File: config.mk
export PLATFORM = sky130hd
export DESIGN_NAME = store_unit
export DESIGN_NICKNAME = d
export VERILOG_FILES = /design/src/rtl/store_unit.sv
export SDC_FILE = /design/constraint.sdc
export NUM_CORES = 1
export LEC_CHECK = 0
export CAP_MARGIN = 20
export CORE_UTILIZATION = 47
export CTS_CLUSTER_DIAMETER = 40
export DETAILED_ROUTE_END_ITERATION = 16
export PLACE_DENSITY = 0.9
export SKIP_CTS_REPAIR_TIMING = 1
export SLEW_MARGIN = 20
export SYNTH_ARGS = -nofsm -noshare
export SYNTH_HDL_FRONTEND = slang
export SYNTH_SLANG_ARGS = --single-unit
File: constraint.sdc
create_clock -name clk -period 4.2 [get_ports clk]
set_input_delay 0.42 -clock clk [delete_from_list [all_inputs] [get_ports clk]]
set_output_delay 0.42 -clock clk [all_outputs]
set_load 0.02 [all_outputs]
File: src/rtl/store_unit.sv
// store_unit: memory-stage store path. Places sw/sh/sb data into big-endian
// byte lanes and drives a word-wide data memory. Sub-word stores use a
// read-modify-write because the memory has no byte enables.
module store_unit #(
    parameter int RD_LAT = 1
) (
    input  logic        clk,
    input  logic        reset_n,
    input  logic        st_valid,
    output logic        st_ready,
    input  logic [31:0] st_addr,
    input  logic [31:0] st_data,
    input  logic [1:0]  mem_write_size,
    output logic        st_done,
    output logic        st_err,
    output logic [31:0] mem_addr,
    output logic        mem_re,
    output logic        mem_we,
    output logic [31:0] mem_wdata,
    input  logic [31:0] mem_rdata
);

    typedef enum logic [2:0] {
        IDLE = 3'd0,
        RD   = 3'd1,
        WAIT = 3'd2,
        WR   = 3'd3,
        ERR  = 3'd4
    } state_t;

    state_t      state;
    state_t      state_next;
    logic [1:0]  cnt;
    logic [1:0]  cap_off;
    logic        cap_byte;
    logic [15:0] cap_data;
    logic        accept;
    logic        is_word;
    logic        is_half;
    logic        aligned;

    // Replace the addressed lane(s) of the read word with the store data.
    // Big-endian: byte offset 0 is the most significant byte.
    function automatic logic [31:0] merge_lane(input logic [31:0] word,
                                               input logic [1:0]  off,
                                               input logic        is_byte,
                                               input logic [15:0] data);
        logic [31:0] res;
        res = word;
        if (is_byte) begin
            case (off)
                2'd0:    res[31:24] = data[7:0];
                2'd1:    res[23:16] = data[7:0];
                2'd2:    res[15:8]  = data[7:0];
                default: res[7:0]   = data[7:0];
            endcase
        end else if (off[1]) begin
            res[15:0] = data;
        end else begin
            res[31:16] = data;
        end
        return res;
    endfunction

    // Request decode: acceptance, size class and alignment of the incoming store.
    always_comb begin
        accept  = st_valid && (state == IDLE);
        is_word = (mem_write_size == 2'd0);
        is_half = (mem_write_size == 2'd1);
        aligned = 1'b1;
        if (is_word) begin
            aligned = (st_addr[1:0] == 2'b00);
        end else if (is_half) begin
            aligned = ~st_addr[0];
        end
    end

    // Next-state logic of the store sequencer.
    always_comb begin
        state_next = state;
        case (state)
            IDLE: begin
                if (accept) begin
                    if (!aligned) begin
                        state_next = ERR;
                    end else if (is_word) begin
                        state_next = WR;
                    end else begin
                        state_next = RD;
                    end
                end
            end
            RD:      state_next = WAIT;
            WAIT:    if (cnt == 2'd0) state_next = WR;
            WR:      state_next = IDLE;
            ERR:     state_next = IDLE;
            default: state_next = IDLE;
        endcase
    end

    // Ready is a pure decode of the state register.
    assign st_ready = (state == IDLE);

    // State, strobes, address and write data; strobes are registered from the next state.
    always_ff @(posedge clk or negedge reset_n) begin
        if (!reset_n) begin
            state     <= IDLE;
            cnt       <= 2'd0;
            mem_re    <= 1'b0;
            mem_we    <= 1'b0;
            st_done   <= 1'b0;
            st_err    <= 1'b0;
            mem_addr  <= 32'd0;
            mem_wdata <= 32'd0;
        end else begin
            state   <= state_next;
            mem_re  <= (state_next == RD);
            mem_we  <= (state_next == WR);
            st_done <= (state_next == WR);
            st_err  <= (state_next == ERR);
            if (accept) begin
                mem_addr <= {st_addr[31:2], 2'b00};
            end
            if (state == RD) begin
                cnt <= 2'(RD_LAT - 1);
            end else if (state == WAIT && cnt != 2'd0) begin
                cnt <= cnt - 2'd1;
            end
            if (accept && aligned && is_word) begin
                mem_wdata <= st_data;
            end else if (state == WAIT && cnt == 2'd0) begin
                mem_wdata <= merge_lane(mem_rdata, cap_off, cap_byte, cap_data);
            end
        end
    end

    // Sub-word store operands captured at acceptance; pure data, no reset needed.
    always_ff @(posedge clk) begin
        if (accept) begin
            cap_off  <= st_addr[1:0];
            cap_byte <= mem_write_size[1];
            cap_data <= st_data[15:0];
        end
    end

endmodule

Yosys cells after proc, flatten, opt, wreduce, memory -nomap -nowiden
Cells that the tools add are included.
Operators by class
  reduce and logical (&&, ||, !) cells: 14
  bitwise logic cells: 1
  mux-type cells: 18
  equal/unequal tests: 8
  add/sub/neg operators: 1
Operators by type and width (number)
  $mux W32: 3
  $mux W16: 2
  $mux W8: 4
  $mux W3: 3
  $pmux W3 S3: 1
  $logic_not A2 Y1: 4
  $eq A3 B1 Y1 const B: 2
  $eq A3 B2 Y1 const B: 2
  $mux W2: 3
  $reduce_bool A2 Y1: 3
  $logic_and A1 B1 Y1: 5
  $eq A2 B1 Y1 const B: 2
  $eq A3 B3 Y1 const B: 1
  $logic_not A3 Y1: 1
  $reduce_or A3 Y1: 1
  $eq A2 B2 Y1 const B: 1
  $mux W1: 2
  $sub A2 B1 Y2 const B: 1
  $not A1 Y1: 1
Storage, ports and cells
  word-level logic and storage cells: 52
  bits in registers: 89

Longest topological paths before layout
  depth after elaboration: 7
  gate-level depth with buffers: 8
  mapped depth without buffers: 6

Worst setup path after synthesis
No wires, ideal clock.
  path kind: register -> register
  start: reg state[0]
  end: reg mem_addr[23]
  setup time: 125 ps
  path buffers: 2
  clock period less this slack: 2263 ps
  arrival: 2138 ps
  data required time: 4075 ps
  stages on the path, launching flop included: 5
  slack: 1937 ps
  cells stage by stage: dfrtp_1 > buf_2 > nor4b_4 > clkbuf_1 > mux2_2
On the way
  cells in the longest elaborated chain, start to end: 2
RTL lines
  start, declared: RTL line 31  | state_t state;
  start signal, assigned: RTL line 116  | state <= state_next;
  $logic_not A3 Y1: RTL line 67  | accept = st_valid && (state == IDLE);
  $logic_and A1 B1 Y1: RTL line 67
  end signal, assigned: RTL line 122  | mem_addr <= {st_addr[31:2], 2'b00};
  end, declared: RTL line 16  | output logic [31:0] mem_addr,
Every way passes these cells.
A chain may end at the register's enable or synchronous reset.

Worst setup path after layout
  start: reg state[1]
  end: reg mem_wdata[1]
On the way
  cells in the longest elaborated chain, start to end: 5
  elaborated cells on any way between the ends: 8
RTL lines
  $logic_not A3 Y1: RTL line 67
  $logic_and A1 B1 Y1: RTL line 67
  $logic_and A1 B1 Y1 (2 in series): RTL line 129  | if (accept && aligned && is_word) begin
  $mux W32 / $reduce_bool A2 Y1 (equally long branches)
  end signal, assigned: RTL line 130  | mem_wdata <= st_data;
  end signal, assigned: RTL line 132  | mem_wdata <= merge_lane(mem_rdata, cap_off, cap_byte, cap_data);
  end, declared: RTL line 19  | output logic [31:0] mem_wdata,
Several ways; a longest one is shown, not always the timed one.

==> flow_summary.toml <==
[worst_setup_path]
crit_fanout = 33
startpoint_type = "flip-flop"
crit_path_end_kind = "flip-flop"
critPathKind = "flip-flop to flip-flop"
crit_arrival_ns = 2.82
cp.required_ns = 4.43

[drt]
routedWlPerCell_um = 18.72
firstDrtPassIters = 6
vias = 3194
drcViolationCount = 0
drtIter0Drc = 114
antenna_left = 0
wl_um = 11160
routed_via_density = 5.359

[finish]
instances_no_fill = 596
synthToLayoutAreaGrowth_pct = 45.90
nFillCells = 583
drive_above_1_share_pct = 16.29
nNetsFinal = 588
antennaDiodeCount = 0

[floorplanning]
dieArea_sq_um = 9207
rows = 33
die_x_um = 95.96
initial_utilization_pct = 49.50
io_pins = 170
coreArea_sq_um = 8382
die_h_um = 95.96

[synthesis]
synthTopCellsByCount = "70 x dfrtp_1, 35 x a21oi_1, 35 x nor2_1, 30 x mux2_2, 29 x mux2_4"
synth.most_common_cell = "dfrtp_1"
synth_top_area_share_pct = 42.22
yosysUniqueCellTypes = 32
synthCells = 327
synth_area_sq_um = 4149
synth-seq-cells = 89
synthTopCellsByArea = "dfrtp_1 42%, edfxtp_1 14%, mux2_4 10%"
ys_seq_area_share_pct = 55.97
synth-warning-count = 0
async_flop_share_pct = 78.65
synth_area_leader_cell = "dfrtp_1"
synth_edf_count = 19
syn_area_per_cell_sq_um = 12.69
ys.flop_type = "dfrtp_1"

[run]
maxCapViolCount = 0

[cts]
root_buffer = "clkbuf_8"
clk_pin_slew_ns = 0.09
h-tree-depth = 3
cts_buffer_depth = 2
numCtsBuffers = 9
cts_sinks = 89
cts_tree = "yes"
worst_skew_pair.late_latency_ns = 0.35

[grt]
grt_pass1_vias = 3349
antenna_found_initial = 0
grt_pass1_wl_um = 16880
grt.total_usage_pct = 24.92
grt_max_degree = 71
grt_overflow = 0

[power_and_ir_drop]
p_sw_mw = 1.552
comb_power_share_pct = 52.0
seqPwrFrac_pct = 34.6
p_sw_share_pct = 35.58
p_leak_nw = 2.588
powerDensity_nw_per_um2 = 720.8
ir_drop_mv = 0.4548
p_int_mw = 2.811
p_clk_share_pct = 13.4
power_mw = 4.363

[timing]
finalMaxSlewViolations = 0
fmax_mhz = 385.4
tns_ns = 0
finalHoldViolCount = 0
worst_slew_margin_rel_pct = 26.64
fin_crit_sh_pct = 61.78
setup_viol = 0
min_period_ns = 2.595
worst_pin_slew_ns = 1.100
skew_ns = 0.01062
rsz0062_at_grt = "false"

[status]
status = "completed"

[place]
place_hpwl_um = 8332
io_buffer_count = 167
placedCellCount = 580
gp_congestion = 0.8130

[worst_hold_path]
hold_class = "input port to async pin"
-- worst max-delay path, stage by stage (launching register included) --
cell and delay, ns:
dfrtp_1 0.47, nor4b_4 0.32, buf_4 0.39, a21oi_2 0.11, or2_2 0.71, mux2_1 0.47
-- layout by cell type (no fill, tap or decap), types with 2 or more instances in the layout --
cell,instances
nor3_1,3
dfrtp_1,70
mux2_2,30
inv_4,2
clkbuf_8,9
a21oi_1,35
nand2b_1,4
conb_1,2
clkdlybuf4s50_1,166
mux2_4,29
o2bb2ai_1,8
o22a_1,8
o21ai_0,3
edfxtp_1,19
nor2_1,35
o22ai_1,8
clkbuf_16,2
mux2i_1,16
nor2b_1,2
nand2_1,6
clkbuf_1,2
inv_1,14
buf_4,3
mux2_1,3
-- registers in the layout (all words and copies together), names as in the netlist --
| signal | count |
|---|---|
| mem_re | 1 |
| cnt | 2 |
| st_err | 1 |
| cap_off | 2 |
| state | 3 |
| mem_we | 1 |
| mem_addr | 30 |
| cap_byte | 1 |
| mem_wdata | 32 |
| cap_data | 16 |
-- power by group through the flow --
stage	combinational (mW)	clock (mW)	sequential, mW
floorplan	0.996	0	1.85
global placement	2.21	0	1.50
detailed placement	2.27	0	1.52
CTS	2.29	0.595	1.51
global route	2.40	0.628	1.56
finish	2.27	0.584	1.51
-- stage by stage --
stage | instance area (sq um) | hold slack [ns] | setup WS, ns | utilization (%)
2_1_floorplan | 4153 | 0.1244 | 1.937 | -
3_3_place_gp | 5849 | 0.4811 | 1.335 | 69.79
3_5_place_dp | 5849 | 0.4926 | 1.233 | 69.79
4_1_cts | 6048 | 0.2190 | 1.521 | 72.16
5_1_grt | 6053 | 0.2574 | 1.452 | 72.22
6_report | 6053 | 0.2039 | 1.605 | 72.22
-- path summary, 6_finish.rpt --
path	start	endpoint	slack, ns	cells after the start
min in group clk	mem_addr[6]$_DFFE_PN0N_	mem_addr[6]$_DFFE_PN0N_	0.51	1
max in group asynchronous	reset_n	mem_wdata[6]$_DFFE_PN0P_	3.42	1
hold / removal	reset_n	mem_wdata[12]$_DFFE_PN0P_	0.20	1
setup reg to reg	state[1]$_DFF_PN0_	mem_wdata[1]$_DFFE_PN0P_	1.61	5
hold reg to reg	mem_addr[6]$_DFFE_PN0N_	mem_addr[6]$_DFFE_PN0N_	0.51	1
setup / recovery	state[1]$_DFF_PN0_	mem_wdata[1]$_DFFE_PN0P_	1.61	5
-- layer usage --
layer	wire length (um)	global-route usage, %	up-vias
li1	-	-	1473
met1	4327	28.14	1542
met2	5550	43.57	163
met3	1127	8.689	16
met4	150	8.955	0
met5	0	0	-
-- layout make-up --
cell class,count,area [sq um],area share [%]
Multi-Input combinational cell,202,1660,27.43
Inverter,15,56.30,0.9301
Tap cell,105,131.4,2.170
Timing Repair Buffer,169,1684,27.82
Sequential cell,89,2322,38.36
Clock buffer,13,181.4,2.997
Clock inverter,3,17.52,0.2894
-- cells by family (layout without fill, tap and decap cells) --
| logic type | after synthesis | in the layout | synth area share, % |
|---|---|---|---|
| AOI/OAI and AO/OA | 64 | 64 | 9.560 |
| xor gates and xnor gates | 1 | 1 | 0.2111 |
| adders and majority gates | 1 | 1 | 0.3015 |
| buffers and inverters | 37 | 200 | 4.282 |
| DFF | 89 | 89 | 55.97 |
| muxes | 78 | 78 | 23.31 |
| other | 1 | 2 | 0.09038 |
| and+or+nand+nor | 56 | 56 | 6.273 |
Note: power is estimated with default switching activity, not from simulation.
